File: config.mk
export PLATFORM = sky130hd
export DESIGN_NAME = crc32_frame_sequencer
export DESIGN_NICKNAME = d
export VERILOG_FILES = /design/src/rtl/crc32_frame_sequencer.sv
export SDC_FILE = /design/constraint.sdc
export NUM_CORES = 1
export LEC_CHECK = 0
export BUFFER_PORTS_ARGS = -buffer_cell sky130_fd_sc_hd__buf_4
export CAP_MARGIN = 20
export CORE_UTILIZATION = 55
export CTS_CLUSTER_SIZE = 20
export DETAILED_ROUTE_END_ITERATION = 8
export PLACE_DENSITY = 0.78
export SYNTH_ARGS = -nofsm -noshare
export SYNTH_HDL_FRONTEND = slang
export SYNTH_SLANG_ARGS = --single-unit
File: constraint.sdc
create_clock -name clk_in -period 1.9 [get_ports clk_in]
set_input_delay 0.38 -clock clk_in [delete_from_list [all_inputs] [get_ports clk_in]]
set_output_delay 0.38 -clock clk_in [all_outputs]
set_load 0.02 [all_outputs]
File: src/rtl/crc32_frame_sequencer.sv
// rtl/crc32_frame_sequencer.sv - beat-to-bit front end feeding a serial CRC-32/MPEG-2 register.
// Optional receive-side residue check enabled with CRC32_SEQ_CHECK_EN (adds crc_ok_out).
module crc32_frame_sequencer #(
    parameter int          DATA_WIDTH = 8,
    parameter logic [31:0] CRC_INIT   = 32'hFFFF_FFFF
) (
    input  logic                  clk_in,
    input  logic                  rst_in,
    input  logic [DATA_WIDTH-1:0] data_in,
    input  logic                  data_valid_in,
    input  logic                  data_last_in,
    output logic                  data_ready_out,
    input  logic                  abort_in,
    output logic                  busy_out,
    output logic [31:0]           crc_out,
    output logic                  crc_valid_out
`ifdef CRC32_SEQ_CHECK_EN
    ,
    output logic                  crc_ok_out
`endif
);

    localparam logic [31:0] POLY = 32'h04C11DB7;
    localparam int CNT_W = (DATA_WIDTH > 1) ? $clog2(DATA_WIDTH) : 1;
    localparam logic [CNT_W-1:0] CNT_LAST = CNT_W'(DATA_WIDTH - 1);

    typedef enum logic [1:0] {
        ST_IDLE,
        ST_SHIFT,
        ST_WAIT,
        ST_DONE
    } state_t;

    state_t                state_q, state_d;
    logic [31:0]           crc_q, crc_d;
    logic [31:0]           crc_out_q, crc_out_d;
    logic [DATA_WIDTH-1:0] shift_q, shift_d;
    logic [CNT_W-1:0]      cnt_q, cnt_d;
    logic                  last_q, last_d;
    logic                  ready;
    logic                  xfer;
    logic                  final_bit;
    logic [31:0]           crc_bit;

    function automatic logic [31:0] crc_step(input logic [31:0] crc, input logic b);
        logic fb;
        fb = b ^ crc[31];
        return {crc[30:0], 1'b0} ^ (fb ? POLY : 32'h0);
    endfunction

`ifdef CRC32_SEQ_CHECK_EN
    logic ok_q, ok_d;
`endif

    always_comb begin
        state_d   = state_q;
        crc_d     = crc_q;
        crc_out_d = crc_out_q;
        shift_d   = shift_q;
        cnt_d     = cnt_q;
        last_d    = last_q;
`ifdef CRC32_SEQ_CHECK_EN
        ok_d      = ok_q;
`endif
        crc_bit   = crc_step(crc_q, shift_q[DATA_WIDTH-1]);
        final_bit = (cnt_q == CNT_LAST);

        case (state_q)
            ST_IDLE:  ready = 1'b1;
            ST_WAIT:  ready = 1'b1;
            ST_SHIFT: ready = final_bit && !last_q;
            default:  ready = 1'b0;
        endcase
        if (abort_in) begin
            ready = 1'b0;
        end
        xfer = data_valid_in && ready;

        case (state_q)
            ST_IDLE: begin
                if (xfer) begin
                    crc_d   = CRC_INIT;
                    shift_d = data_in;
                    last_d  = data_last_in;
                    cnt_d   = '0;
                    state_d = ST_SHIFT;
                end
            end
            ST_SHIFT: begin
                crc_d   = crc_bit;
                shift_d = shift_q << 1;
                cnt_d   = cnt_q + 1'b1;
                if (final_bit) begin
                    cnt_d = '0;
                    if (last_q) begin
                        crc_out_d = crc_bit;
`ifdef CRC32_SEQ_CHECK_EN
                        ok_d      = (crc_bit == 32'h0);
`endif
                        state_d   = ST_DONE;
                    end else if (xfer) begin
                        shift_d = data_in;
                        last_d  = data_last_in;
                    end else begin
                        state_d = ST_WAIT;
                    end
                end
            end
            ST_WAIT: begin
                if (xfer) begin
                    shift_d = data_in;
                    last_d  = data_last_in;
                    cnt_d   = '0;
                    state_d = ST_SHIFT;
                end
            end
            default: begin
                state_d = ST_IDLE;
            end
        endcase

        // Abort drops the open frame; an idle block has nothing to discard.
        if (abort_in && state_q != ST_IDLE) begin
            state_d   = ST_IDLE;
            crc_d     = CRC_INIT;
            crc_out_d = crc_out_q;
            cnt_d     = '0;
            last_d    = 1'b0;
`ifdef CRC32_SEQ_CHECK_EN
            ok_d      = 1'b0;
`endif
        end
    end

    always_ff @(posedge clk_in) begin
        if (rst_in) begin
            state_q   <= ST_IDLE;
            crc_q     <= CRC_INIT;
            crc_out_q <= 32'h0;
            shift_q   <= '0;
            cnt_q     <= '0;
            last_q    <= 1'b0;
        end else begin
            state_q   <= state_d;
            crc_q     <= crc_d;
            crc_out_q <= crc_out_d;
            shift_q   <= shift_d;
            cnt_q     <= cnt_d;
            last_q    <= last_d;
        end
    end

`ifdef CRC32_SEQ_CHECK_EN
    always_ff @(posedge clk_in) begin
        if (rst_in) begin
            ok_q <= 1'b0;
        end else begin
            ok_q <= ok_d;
        end
    end
    assign crc_ok_out = ok_q;
`endif

    assign data_ready_out = ready;
    assign busy_out       = (state_q != ST_IDLE);
    assign crc_out        = crc_out_q;
    assign crc_valid_out  = (state_q == ST_DONE);

endmodule

==> results.json <==
{
  "fin_skew_ns": 0.00675,
  "overflow": 0,
  "setup_tns_ns": 0,
  "multi_input_area_um2": 1360,
  "syn-num-nets": 367,
  "hp-class": "in -> reg",
  "cp_slowest_stage_delay_ns": 0.36,
  "first_iter_violations": 193,
  "synth_top_family_by_area": "simple AND/OR/NAND/NOR gates",
  "worstSetupEndpointType": "output port",
  "synth_top_area_share_pct": 51.1,
  "finalSetupViolCount": 0,
  "critPathKind": "reg -> out",
  "start_util_pct": 58.3,
  "r2r_setup_slack_ns": 0.15,
  "power_density_nw_per_um2": 897,
  "htree_levels": 3,
  "maxCapViolCount": 0,
  "antenna_found_initial": 0,
  "final_area_um2": 3710,
  "maxSlewViolCount": 0,
  "fmax_mhz": 528,
  "ys_ff_latch": 78,
  "dieArea_um2": 5850,
  "place_congestion": 0.775,
  "dp_hpwl_um": 3680,
  "path_common_cell": "ha_4",
  "netlist_instances": 352,
  "synth_cell_type_count": 37,
  "grt_max_degree": 44,
  "muxShareOfSynthArea_pct": 0.369,
  "layout_commonest_cell": "nand2_1",
  "io_pins": 48,
  "final_nets": 410,
  "synth_xor_area_share_pct": 4.63,
  "avgRoutedWirePerCell_um": 12.8,
  "via_per_inst": 5.34,
  "post-route-min-period_ns": 1.89,
  "grtUsageTotal_pct": 22.2,
  "final_cells": 470,
  "seqCellArea_um2": 1570,
  "wirelength_um": 6010,
  "max_slew.worst_pin.slew_ns": 0.645,
  "core_area_um2": 5240,
  "ant_nets": 0,
  "mostFrequentLayoutCells": "nand2_1 (98), dfxtp_1 (76), buf_4 (54)",
  "n_fill_cell": 417,
  "finalCritPeriodShare_pct": 99.7,
  "via_count": 2511,
  "ys_seq_area_share_pct": 51.1,
  "synth.avg_cell_area_um2": 8.67,
  "synth.cell_area_um2": 3050,
  "drcViolationCount": 0,
  "first_pass_iters": 4,
  "cts_buffers": 9,
  "cp_slowest_cell": "dfxtp_4",
  "synthAdderAreaFrac_pct": 0.820,
  "max_slew_margin_pct": 57.0,
  "rsz0062_at_grt": "yes",
  "cp.required_ns": 1.52,
  "port_buffers": 47,
  "yosys.area.top_type": "dfxtp_1",
  "grt_first_pass_wirelength_um": 10300,
  "synth-simple-area-share_pct": 20.0,
  "cts.sinks": 78,
  "dieHeight_um": 76.5,
  "peakVddDrop_mv": 0.428,
  "yosys_warnings": 0,
  "fin_util_pct": 70.8,
  "dp_cells": 451,
  "rows": 26,
  "drive_gt1_share_pct": 22.3,
  "clockBufferDepth": 2,
  "cts_tree": "done",
  "placed_area_um2": 3420,
  "start_kind": "flip-flop",
  "crit_arrival_ns": 1.51,
  "area_delta_synth_final_pct": 21.5,
  "worst_skew_pair.late_latency_ns": 0.34,
  "outcome": "completed",
  "cts-root-buf": "clkbuf_8",
  "die_w_um": 76.5,
  "worst-path-max-fanout": 3,
  "p_leak_uw": 0.00138,
  "synth_top_cells_by_area": "dfxtp_1 (51%), nand2_1 (12%), o22ai_1 (6.4%)",
  "clk_pin_slew_worst_paths_ns": 0.08,
  "path_cells": "ha_4 -> ha_4 -> nor3b_4 -> o21ba_4 -> buf_6",
  "antenna_cells": 0,
  "hold_violations": 0,
  "power_uw": 3330,
  "grt_pass1_vias": 2249,
  "synth_compound_area_share_pct": 17.0
}
==> registers in the layout, indices dropped and copies added (netlist names) <==
signal	flops
crc_out	32
shift_q	8
state_q	2
crc_q	32
cnt_q	3
last_q	1
==> layout make-up <==
class / count / share of cell area [%]
flip-flops and latches: 78 / 42.2
multi-input cells: 246 / 36.6
repair buffers: 58 / 12.8
clock buffers: 10 / 3.44
well taps: 70 / 2.36
clock inverters: 6 / 2.33
inverters: 2 / 0.202
==> through the flow <==
stage | hold WS [ns] | setup WS [ns]
finish | 0.299 | 0.00584
global route | 0.320 | -0.0236
CTS | 0.289 | 0.00447
detailed placement | 0.447 | 0.142
global placement | 0.443 | 0.203
floorplan | 0.445 | 0.301
==> power breakdown <==
| group | internal (uW) | switching, uW |
|---|---|---|
| registers | 1670 | 31.5 |
| logic | 128 | 171 |
| clock network | 738 | 584 |
| total | 2540 | 787 |
==> cells in the mapped netlist (all sizes together) <==
cell type and count:
nand2 98, dfxtp 78, a21oi 39, o22ai 31
nor2 23, buf 20, xnor2 14, nor4 7
clkbuf 6, nand2b 5, o21ai 5, nand3 3
nor2b 3, o211ai 3, ha 2, inv 2
nor3 2, or3 2, a211oi 1, a21o 1
a22o 1, and2 1, mux2 1, nor3b 1
o21ba 1, o32ai 1, or2 1
==> per-layer routing <==
metal	GRT usage [%]	up-vias	part of all wire (%)
met4	13.3	0	2.4
met2	34.1	64	48
met5	0	-	0
li1	-	1279	-
met3	3.47	11	4.5
met1	29.5	1157	45
==> kinds of logic (layout without fill, tap and decap cells) <==
group           Yosys count  in the layout
simple gates            146            146
buf+inv                  28             76
mux                       1              1
compound gates           83             83
fa+ha+maj                 2              2
flops                    78             78
xor+xnor                 14             14
==> critical path: cells and delay by family (launching register included) <==
| family | cells | cell delay, ns |
|---|---|---|
| AOI/OAI and AO/OA | 1 | 0.23 |
| DFF | 1 | 0.36 |
| buffers and inverters | 1 | 0.12 |
| adders and majority gates | 2 | 0.31 |
| and+or+nand+nor | 1 | 0.15 |
==> timing repair <==
action / CTS / global route
hold buffers: 0 / 0
gates cloned: 0 / 0
pin swaps: 0 / 1
buffers inserted: 3 / 0
gates resized for setup: 7 / 4
endpoints found under the setup margin: 1 / 1
==> worst paths after layout <==
kind / end / depth (start not counted) / start
max: data_ready_out / 5 / cnt_q[1]
min: shift_q[0] / 3 / data_in[0]
max reg2reg: crc_out[30] / 8 / cnt_q[0]
min reg2reg: crc_out[3] / 2 / crc_out[3]
Note: power is estimated with default switching activity, not from simulation.
